**config.mk**
```make
export PLATFORM = sky130hd
export DESIGN_NAME = seq_pattern_gen
export DESIGN_NICKNAME = d
export VERILOG_FILES = /design/src/rtl/seq_pkg.sv /design/src/rtl/seq_down_counter.sv /design/src/rtl/seq_pattern_gen.sv
export SDC_FILE = /design/constraint.sdc
export NUM_CORES = 1
export LEC_CHECK = 0
export ABC_AREA = 1
export ABC_CLOCK_PERIOD_IN_PS = 3700
export CORE_UTILIZATION = 50
export CTS_CLUSTER_SIZE = 12
export DETAILED_ROUTE_END_ITERATION = 6
export GPL_TIMING_DRIVEN = 0
export PLACE_DENSITY = 0.8
export SYNTH_ARGS = -nofsm -noshare
export SYNTH_HDL_FRONTEND = slang
export SYNTH_HIERARCHICAL = 1
export SYNTH_SLANG_ARGS = --single-unit
```
**constraint.sdc**
```tcl
create_clock -name clk -period 3.7 [get_ports clk]
set_input_delay 0.74 -clock clk [delete_from_list [all_inputs] [get_ports clk]]
set_output_delay 0.74 -clock clk [all_outputs]
set_load 0.005 [all_outputs]
```
**src/rtl/seq_pkg.sv**
```systemverilog
// Shared definitions for the serial pattern generator and the Mealy detector it drives.
package seq_pkg;

    typedef enum logic [1:0] {
        ST_IDLE  = 2'd0,
        ST_SHIFT = 2'd1,
        ST_GAP   = 2'd2
    } seq_state_t;

    // Sequence recognised by seq_detector_mealy; the generator is its loopback source.
    localparam logic [4:0] DETECT_PATTERN = 5'b11010;
    localparam int         DETECT_LEN     = 5;

endpackage

```
**src/rtl/seq_down_counter.sv**
```systemverilog
// Loadable down-counter that holds at zero; load wins over decrement.
module seq_down_counter #(
    parameter int W = 4
) (
    input  logic         clk,
    input  logic         reset,
    input  logic         load,
    input  logic [W-1:0] load_val,
    input  logic         dec,
    output logic [W-1:0] count,
    output logic         zero
);

    logic [W-1:0] cnt_q;
    logic [W-1:0] cnt_d;

    always_comb begin
        cnt_d = cnt_q;
        if (load) begin
            cnt_d = load_val;
        end else if (dec && (cnt_q != '0)) begin
            cnt_d = cnt_q - W'(1);
        end
    end

    always_ff @(posedge clk or posedge reset) begin
        if (reset) begin
            cnt_q <= '0;
        end else begin
            cnt_q <= cnt_d;
        end
    end

    assign count = cnt_q;
    assign zero  = (cnt_q == '0);

endmodule

```
**src/rtl/seq_pattern_gen.sv**
```systemverilog
// Serial pattern transmitter: captures a word on a valid/ready handshake and shifts
// its active bits out MSB-first, repeating reps+1 times with an optional idle gap.
module seq_pattern_gen
    import seq_pkg::*;
#(
    parameter int WIDTH = 16,
    parameter int LEN_W = 5,
    parameter int REP_W = 4,
    parameter int GAP_W = 4
) (
    input  logic             clk,
    input  logic             reset,
    input  logic             load_valid,
    output logic             load_ready,
    input  logic [WIDTH-1:0] pattern,
    input  logic [LEN_W-1:0] len,
    input  logic [REP_W-1:0] reps,
    input  logic [GAP_W-1:0] gap,
    output logic             dout,
    output logic             dout_valid,
    output logic             busy,
    output logic             done
);

    localparam logic [WIDTH-1:0] ONE = WIDTH'(1);

    seq_state_t state_q, state_d;
    logic [WIDTH-1:0] pat_q, pat_d;
    logic [LEN_W-1:0] len_q, len_d;
    logic [GAP_W-1:0] gap_q, gap_d;
    logic dout_q, dout_d;
    logic dout_valid_q, dout_valid_d;
    logic busy_q, busy_d;
    logic done_q, done_d;
    logic load_ready_q, load_ready_d;

    logic             accept;
    logic [LEN_W-1:0] len_c;
    logic             first_bit;
    logic             restart_bit;
    logic             next_bit;

    logic             bit_load, bit_dec, bit_zero;
    logic [LEN_W-1:0] bit_load_val, bit_cnt;
    logic             rep_load, rep_dec, rep_zero;
    logic [REP_W-1:0] rep_cnt_unused;
    logic             gap_load, gap_dec, gap_zero;
    logic [GAP_W-1:0] gap_load_val, gap_cnt_unused;

    assign accept = load_valid && load_ready_q;
    assign len_c  = (len > LEN_W'(WIDTH)) ? LEN_W'(WIDTH) : len;

    // bit_cnt always holds the index of the bit currently on dout.
    assign first_bit    = |(pattern & (ONE << (len_c - LEN_W'(1))));
    assign restart_bit  = |(pat_q & (ONE << (len_q - LEN_W'(1))));
    assign next_bit     = |(pat_q & (ONE << (bit_cnt - LEN_W'(1))));
    assign gap_load_val = gap_q - GAP_W'(1);

    seq_down_counter #(.W(LEN_W)) u_bit_cnt (
        .clk      (clk),
        .reset    (reset),
        .load     (bit_load),
        .load_val (bit_load_val),
        .dec      (bit_dec),
        .count    (bit_cnt),
        .zero     (bit_zero)
    );

    seq_down_counter #(.W(REP_W)) u_rep_cnt (
        .clk      (clk),
        .reset    (reset),
        .load     (rep_load),
        .load_val (reps),
        .dec      (rep_dec),
        .count    (rep_cnt_unused),
        .zero     (rep_zero)
    );

    seq_down_counter #(.W(GAP_W)) u_gap_cnt (
        .clk      (clk),
        .reset    (reset),
        .load     (gap_load),
        .load_val (gap_load_val),
        .dec      (gap_dec),
        .count    (gap_cnt_unused),
        .zero     (gap_zero)
    );

    always_comb begin
        state_d      = state_q;
        pat_d        = pat_q;
        len_d        = len_q;
        gap_d        = gap_q;
        dout_d       = 1'b0;
        dout_valid_d = 1'b0;
        busy_d       = 1'b0;
        done_d       = 1'b0;
        load_ready_d = 1'b0;
        bit_load     = 1'b0;
        bit_load_val = len_q - LEN_W'(1);
        bit_dec      = 1'b0;
        rep_load     = 1'b0;
        rep_dec      = 1'b0;
        gap_load     = 1'b0;
        gap_dec      = 1'b0;

        case (state_q)
            ST_IDLE: begin
                load_ready_d = 1'b1;
                if (accept) begin
                    pat_d    = pattern;
                    len_d    = len_c;
                    gap_d    = gap;
                    rep_load = 1'b1;
                    if (len_c == '0) begin
                        done_d = 1'b1;
                    end else begin
                        state_d      = ST_SHIFT;
                        bit_load     = 1'b1;
                        bit_load_val = len_c - LEN_W'(1);
                        dout_d       = first_bit;
                        dout_valid_d = 1'b1;
                        busy_d       = 1'b1;
                        load_ready_d = 1'b0;
                    end
                end
            end
            ST_SHIFT: begin
                busy_d = 1'b1;
                if (!bit_zero) begin
                    bit_dec      = 1'b1;
                    dout_d       = next_bit;
                    dout_valid_d = 1'b1;
                end else if (!rep_zero) begin
                    rep_dec = 1'b1;
                    if (gap_q != '0) begin
                        state_d  = ST_GAP;
                        gap_load = 1'b1;
                    end else begin
                        bit_load     = 1'b1;
                        dout_d       = restart_bit;
                        dout_valid_d = 1'b1;
                    end
                end else begin
                    state_d      = ST_IDLE;
                    done_d       = 1'b1;
                    busy_d       = 1'b0;
                    load_ready_d = 1'b1;
                end
            end
            ST_GAP: begin
                // Gap counter is loaded with gap-1 so that zero marks the last idle cycle.
                busy_d = 1'b1;
                if (gap_zero) begin
                    state_d      = ST_SHIFT;
                    bit_load     = 1'b1;
                    dout_d       = restart_bit;
                    dout_valid_d = 1'b1;
                end else begin
                    gap_dec = 1'b1;
                end
            end
            default: begin
                state_d      = ST_IDLE;
                load_ready_d = 1'b1;
            end
        endcase
    end

    always_ff @(posedge clk or posedge reset) begin
        if (reset) begin
            state_q      <= ST_IDLE;
            pat_q        <= '0;
            len_q        <= '0;
            gap_q        <= '0;
            dout_q       <= 1'b0;
            dout_valid_q <= 1'b0;
            busy_q       <= 1'b0;
            done_q       <= 1'b0;
            load_ready_q <= 1'b1;
        end else begin
            state_q      <= state_d;
            pat_q        <= pat_d;
            len_q        <= len_d;
            gap_q        <= gap_d;
            dout_q       <= dout_d;
            dout_valid_q <= dout_valid_d;
            busy_q       <= busy_d;
            done_q       <= done_d;
            load_ready_q <= load_ready_d;
        end
    end

    assign dout       = dout_q;
    assign dout_valid = dout_valid_q;
    assign busy       = busy_q;
    assign done       = done_q;
    assign load_ready = load_ready_q;

endmodule

```
; ---- After elaboration in Yosys (flattened, before gate mapping)
; Cells that the tools add are included.
; W data, S select, Z words.
[totals]
ff_bits = 45
input_bits = 32
out_inout_bits = 5
elab_cells = 108
[classes]
add_sub_neg = 6
magnitude_cmp = 1
eq_ne = 7
n_shift = 3
n_mux = 55
bitwise = 3
reduce_logical = 21
[op_table]
columns = cell, count
row1 = $and A16 B16 Y16, 3
row2 = $reduce_or A16 Y1, 3
row3 = $shl A1 B5 Y16 const A, 3
row4 = $mux W1, 32
row5 = $mux W5, 6
row6 = $mux W4, 4
row7 = $pmux W1 S3, 5
row8 = $sub A5 B1 Y5 const B, 3
row9 = $mux W2, 6
row10 = $reduce_bool A4 Y1, 3
row11 = $sub A4 B1 Y4 const B, 3
row12 = $logic_not A5 Y1, 2
row13 = $logic_not A4 Y1, 2
row14 = $ne A2 B2 Y1 const B, 4
row15 = $pmux W2 S3, 1
row16 = $reduce_bool A2 Y1, 3
row17 = $gt A5 B5 Y1 const B, 1
row18 = $reduce_and A5 Y1, 1
row19 = $reduce_bool A5 Y1, 1
row20 = $logic_and A1 B1 Y1, 4
row21 = $ne A3 B3 Y1 const B, 1
row22 = $eq A2 B1 Y1 const B, 1
row23 = $eq A2 B2 Y1 const B, 1
row24 = $logic_not A2 Y1, 1
row25 = other kinds (2), 2

; ---- Longest topological paths before layout
[depth]
ltp_word = 9
mapped_depth = 15
ltp_nobuf = 15

; ---- Hierarchy
; The synthesis kept the hierarchy.
[by_module_without_submodules]
columns = mod, instances, cells_per_inst, area_per_inst_um2, seq_area_each_um2
row1 = seq_pattern_gen, 1, 335, 2250.9, 802.0
row2 = seq_down_counter (u_gap_cnt ...), 2, 47, 299.0, 100.1
row3 = seq_down_counter (u_bit_cnt), 1, 49, 345.3, 125.1

; ---- Worst setup path before layout
; No wires, ideal clock.
[synth_timing]
kind = input -> register
start = input port len[2]
end = register u_bit_cnt.cnt_q[2], in the netlist u_bit_cnt/count[2]
setup_time_ns = 0.117
arrival_time_ns = 2.154
required_ns = 3.583
slack_ns = 1.429
cell_stages = 14
path_buffers = 1
cell_sequence = nor2_1 nand2_1 nand2_1 nand2_1 ha_1 nand3_1 nand2_1 buf_2 nand2_1 inv_2 o21ai_0 nand2_1 nand2_1 nand2_1
[synth_between]
elab_chain_cells = 7
word_cells_on_any_way = 12
classes_between = add/sub: 1 / order compare: 1 / mux: 8 / reduce/logical: 2
[synth_rtl]
columns = element, line
row1 = start: declaration, seq_pattern_gen.sv:16  ; input logic [LEN_W-1:0] len,
row2 = $gt A5 B5 Y1, seq_pattern_gen.sv:51  ; assign len_c = (len > LEN_W'(WIDTH)) ? LEN_W'(WIDTH) : len;
row3 = $mux W5 (*), seq_pattern_gen.sv:51
row4 = $logic_not A5 Y1 (*), seq_pattern_gen.sv:115  ; if (len_c == '0) begin
row5 = $mux W1 (*), seq_pattern_gen.sv:115
row6 = $mux W1 (*), seq_pattern_gen.sv:110  ; if (accept) begin
row7 = $pmux W1 S3 (*), seq_pattern_gen.sv:107  ; case (state_q)
row8 = named net bit_load, seq_pattern_gen.sv:43  ; logic bit_load, bit_dec, bit_zero;
row9 = $mux W5 / $reduce_bool A2 Y1 (equally long branches), -
row10 = end signal: assignment, seq_down_counter.sv:30  ; cnt_q <= cnt_d;
row11 = end: declaration, seq_down_counter.sv:14  ; logic [W-1:0] cnt_q;
; The timed path passes the listed nets; every way through them passes the cells marked *.
; A chain may end at the register's enable or synchronous reset.

; ---- Final worst setup path
[layout_timing]
start = input port len[4]
end = register u_bit_cnt.cnt_q[2], in the netlist u_bit_cnt/count[2]
[layout_between]
elab_chain_cells = 7
word_cells_on_any_way = 12
classes_between = add/sub: 1 / order compare: 1 / mux: 8 / reduce/logical: 2
[layout_rtl]
columns = element, line
row1 = $gt A5 B5 Y1 (*), seq_pattern_gen.sv:51
row2 = $mux W5 (*), seq_pattern_gen.sv:51
row3 = named net len_c[0], seq_pattern_gen.sv:38  ; logic [LEN_W-1:0] len_c;
row4 = $logic_not A5 Y1 (*), seq_pattern_gen.sv:115
row5 = $mux W1 (*), seq_pattern_gen.sv:115
row6 = $mux W1 (*), seq_pattern_gen.sv:110
row7 = $pmux W1 S3 (*), seq_pattern_gen.sv:107
row8 = named net bit_load, seq_pattern_gen.sv:43
row9 = $mux W5 / $reduce_bool A2 Y1 (equally long branches), -
; Marks and branches as above.

==> results <==
- Summing every instance area after synthesis gives 0.00319 mm².
- The min-delay analysis places its worst path in the category flop to flop.
- After detailed routing, the number of vias per cell comes to ~5.3.
- TritonCTS built the clock tree.
- The total via count in the routed design is about 3200.
- Of the cells placed in the final design, the portion with a size suffix greater than 1 is a little over 8%.
- The simple-gate area share of the yosys netlist is around two fifths.
- The combined buffer and inverter count along the critical path is 4.
- The share of synthesized area spent on multiplexers is 0.313%.
- The HPWL after detailed placement is roughly 6 mm.
- The required time of the critical path is between 3 and 4 ns.
- Setup repair after global routing left no endpoint under its margin.
- The most numerous cell type found on the critical path is sky130_fd_sc_hd__nand2_1.
- The count of endpoints failing hold in the final timing report is 0.
- The number of core rows is 28.
- The final number of max-transition violations is 0.
- The width of the die is just over 80 µm.
- The H-tree was split into 2 levels.
- The total placed cells including tap cells is slightly below 600.
- Counting every net in the synthesized netlist gives about 530.
- The total detailed-routing wirelength is between 7 and 8 mm.
- The standard cell core area is around 0.006 mm².
- The area growth from synthesis to layout is 17.6%.
- The number of antenna violations at the first check in global routing is 0.
- The tool flagged a number of max-cap violations equal to 0.
- In this run the clock root is driven by a sky130_fd_sc_hd__clkbuf_8.
- The mean post-synth cell area is 6.68 µm².
- Sequential elements use 35.3% of the synthesized area.
- Entering global routing, the biggest net connects 33 pins.
- The category of the critical setup timing path is input port to flop.
- 0 antenna diodes ended up in the layout.
- After synthesis, the cell types taking the most area are sky130_fd_sc_hd__dfrtp_1 34%, sky130_fd_sc_hd__nand2_1 19%, sky130_fd_sc_hd__nand3_1 8.5%.
- The hold buffer count at CTS is 0.
- The post-route minimum period is roughly 2.9 ns.
- The effective utilization at floorplan is 53.0%.
- Setup violations remaining at the end of the flow were counted as 0.
- The leakage component of the power is 2.03 nW.
- Counting every sink on the clock net gives 45.
- The number of search-and-repair iterations in the first detailed-routing pass is 5.
- The power per cell area is about 250 mW/mm².
- The final worst clock skew is between 0.01 and 0.015 ns.
- Pin placement for this block handled 37 I/O pins.
- For this run, the post-layout net count is 568.
- The largest single stage delay on the critical path is around 0.5 ns.
- The most common flop cell mapped by yosys is sky130_fd_sc_hd__dfrtp_1.
- The maximum fanout along the worst path is 10.
- The type of element launching the critical path is an input port.
- The number of synthesized flops with an enable pin is 0.
- The synthesized netlist devotes between 6 and 7% of its cell area to compound gates.
- The adder and majority gate portion of the synthesized area is just under 6%.
- In this run, synthesis produced a sequential element count of 45.
- The element type at the critical path end is a flop.
- The post-cts sizing count is 0.
- The top cell type by area accounts for about a third of the synthesized area.
- The worst vdd rail ir drop is between 0.15 and 0.2 mV.
- The number of port buffers is 36.
- The family of cells with the greatest summed delay on the critical path is simple AND/OR/NAND/NOR gates.
- The final core utilization is 62.3%.
- The clock passes through at most 2 buffers.
- The largest total area in the synthesized netlist belongs to sky130_fd_sc_hd__dfrtp_1.
- The flow ran to the end, and the final reports show no timing, DRC or antenna violations.
- The floorplan step defined a die boundary enclosing 0.00671 mm².
- The number of cells in the finished layout apart from fillers is a little under 600.
- Synthesis produced a netlist whose cell count is ~480.
- Summed over all failing endpoints, the final setup total negative slack is 0 ns.
- Data on the critical path arrives at its endpoint at around 3.1 ns.
- The number of nets with antenna violations after routing is 0.
- After clock tree synthesis, the clock-pin slew on the worst setup and hold paths is roughly 0.09 ns.
- For the worst-skew pair, the clock arrives at the later sink with an insertion delay of ~0.30 ns.
- Routability-driven placement finished with a final weighted congestion of 0.949.
- After detailed routing, the average wire length per cell comes to 13.1 µm.
- The part of the cycle the worst path needs is between 70% and 80%.
- For this run, the number of Yosys warnings is 6.
- The dominant combinational cell family by area after synthesis is simple AND/OR/NAND/NOR gates.
- After synthesis, the share of flip-flops with an asynchronous set or reset is 100%.
- The number of distinct library cell variants in the gate-level netlist after synthesis is 29.
- The number of buffers added by the clock tree synthesis step is 5.
- For this run, the top clock speed supported by timing is between 300 and 400 MHz.
- In the global route stage, overall resource usage came out at between 20% and 30%.
- The xor-xnor portion of the synthesized cell area is 1.10%.
- The via count of the first global-routing pass is ~2900.
- After the first detailed-routing iteration, the DRC count stood at roughly 210.
- The worst relative slew slack is 52.7%.
- For this design, the slowest cell found on the critical path is sky130_fd_sc_hd__clkdlybuf4s50_1.
- The signal on the critical path passes through clkdlybuf4s50_1, nor2_1, inv_1, ha_1, nand3_1, nand2_1, buf_2, nand2_1, inv_2, o21ai_0, nand2_1, nand2_1, nand2_1.
- The slew at the pin with the worst max-slew slack is between 0.7 and 0.8 ns.
- After detailed routing, the number of remaining DRC violations is 0.
- Measured along the y axis, the die boundary spans about 80 µm.
- The total overflow left after global routing is 0.
- The first global-routing pass estimated between 10 and 15 mm of wire.
- The post-CTS setup buffer count is 0.
-- layer usage --
metal,track usage (%),vias up,wire length (µm)
met4,8.60,0,166
met2,41.7,124,3610
met1,35.4,1427,3590
met3,2.78,17,459
met5,0,-,0
li1,-,1587,-
-- flip-flops by register name, summed over array words and instances, names as in the netlist --
| name | count |
|---|---|
| pat_q | 16 |
| len_q | 5 |
| u_bit_cnt/count | 5 |
| gap_q | 4 |
| u_gap_cnt/count | 4 |
| u_rep_cnt/count | 4 |
| state_q | 2 |
| busy | 1 |
| done | 1 |
| dout | 1 |
| dout_valid | 1 |
| load_ready | 1 |
-- synthesized netlist by cell type (3+ instances only) --
cell and instances:
sky130_fd_sc_hd__nand2_4 5, sky130_fd_sc_hd__ha_1 15, sky130_fd_sc_hd__nor2_2 3, sky130_fd_sc_hd__nor2_1 53
sky130_fd_sc_hd__nand3b_1 4, sky130_fd_sc_hd__inv_1 59, sky130_fd_sc_hd__nand4_1 10, sky130_fd_sc_hd__buf_2 3
sky130_fd_sc_hd__dfrtp_1 44, sky130_fd_sc_hd__nand2_1 159, sky130_fd_sc_hd__inv_2 7, sky130_fd_sc_hd__a21oi_1 4
sky130_fd_sc_hd__xor2_1 4, sky130_fd_sc_hd__o22ai_1 5, sky130_fd_sc_hd__nand3_1 54, sky130_fd_sc_hd__nand2_2 7
sky130_fd_sc_hd__o21ai_0 25
-- power by group --
part	leakage (nW)	internal, W	total [W]	switching (W)
clock network	0.0552	0.000201	0.000372	0.000171
logic	1.43	0.0000410	0.0000870	0.0000460
registers	0.548	0.000491	0.000491	0
-- layout by cell type, fill, tap and decap left out --
cell and count:
sky130_fd_sc_hd__nand4_1 10, sky130_fd_sc_hd__nand3_2 1, sky130_fd_sc_hd__or2_4 1, sky130_fd_sc_hd__ha_1 15, sky130_fd_sc_hd__dfrtp_1 44, sky130_fd_sc_hd__nand2_1 159
sky130_fd_sc_hd__mux2i_1 1, sky130_fd_sc_hd__inv_1 58, sky130_fd_sc_hd__a21oi_1 4, sky130_fd_sc_hd__buf_6 2, sky130_fd_sc_hd__nor3_1 2, sky130_fd_sc_hd__nor2_1 53
sky130_fd_sc_hd__buf_4 1, sky130_fd_sc_hd__o21ai_0 25, sky130_fd_sc_hd__bufinv_16 1, sky130_fd_sc_hd__a31oi_1 1, sky130_fd_sc_hd__dfstp_2 1, sky130_fd_sc_hd__nand3_1 54
sky130_fd_sc_hd__nand3b_1 4, sky130_fd_sc_hd__clkinv_2 1, sky130_fd_sc_hd__clkdlybuf4s50_1 36, sky130_fd_sc_hd__buf_2 3, sky130_fd_sc_hd__o22ai_1 5, sky130_fd_sc_hd__xor2_1 4
sky130_fd_sc_hd__clkinv_1 2, sky130_fd_sc_hd__o21ai_2 2, sky130_fd_sc_hd__inv_2 8, sky130_fd_sc_hd__nand2_2 7, sky130_fd_sc_hd__nor2_2 3, sky130_fd_sc_hd__nand2_4 5
sky130_fd_sc_hd__clkbuf_1 3, sky130_fd_sc_hd__clkbuf_8 5, sky130_fd_sc_hd__nor2_8 1
-- logic make-up (layout without fill, tap and decap cells) --
family,after synthesis,in the layout
muxes,1,1
and+or+nand+nor,300,300
AOI/OAI and AO/OA,37,37
xor gates and xnor gates,4,4
buffers and inverters,76,120
DFF,45,45
adders and majority gates,15,15
-- per-stage QoR --
| step | power, W | hold WS [ns] | worst slack, ns | cell area [µm²] |
|---|---|---|---|---|
| 3_3_place_gp | 0.000586 | 0.513 | 0.637 | 3650 |
| 6_report | 0.000950 | 0.538 | 0.835 | 3760 |
| 5_1_grt | 0.000985 | 0.550 | 0.663 | 3760 |
| 3_5_place_dp | 0.000587 | 0.509 | 0.625 | 3650 |
| 4_1_cts | 0.000955 | 0.530 | 0.918 | 3760 |
| 2_1_floorplan | 0.000538 | 0.471 | 1.43 | 3190 |
-- worst reg2reg max path: cells and delay by family (launching register included) --
kind | cells | cell delay, ns
simple gates | 6 | 1.12
flops | 1 | 0.49
buf+inv | 6 | 0.64
fa+ha+maj | 1 | 0.26
-- worst paths after layout --
path	slack, ns	cells after the start	startpoint	to
setup / recovery	0.83	13	len[4]	u_bit_cnt/count[2]$_DFFE_PP0P_
hold / removal	0.54	2	len_q[4]$_DFFE_PP0P_	len_q[4]$_DFFE_PP0P_
max in group asynchronous	2.22	2	reset	pat_q[12]$_DFFE_PP0P_
hold reg to reg	0.54	2	len_q[4]$_DFFE_PP0P_	len_q[4]$_DFFE_PP0P_
setup reg to reg	1.09	13	u_bit_cnt/count[0]$_DFFE_PP0P_	u_gap_cnt/count[3]$_DFFE_PP0P_
min in group asynchronous	0.78	2	reset	u_gap_cnt/count[0]$_DFFE_PP0P_
-- area by class of cell --
cell class	count	area (µm²)
Fill cell	555	2270
Multi-Input combinational cell	357	1760
Sequential cell	45	1130
Timing Repair Buffer	36	360
Inverter	68	255
Tap cell	75	93.8
Clock buffer	6	72.6
Buffer	8	52.6
Clock inverter	2	35.0
Note: power is estimated with default switching activity, not from simulation.
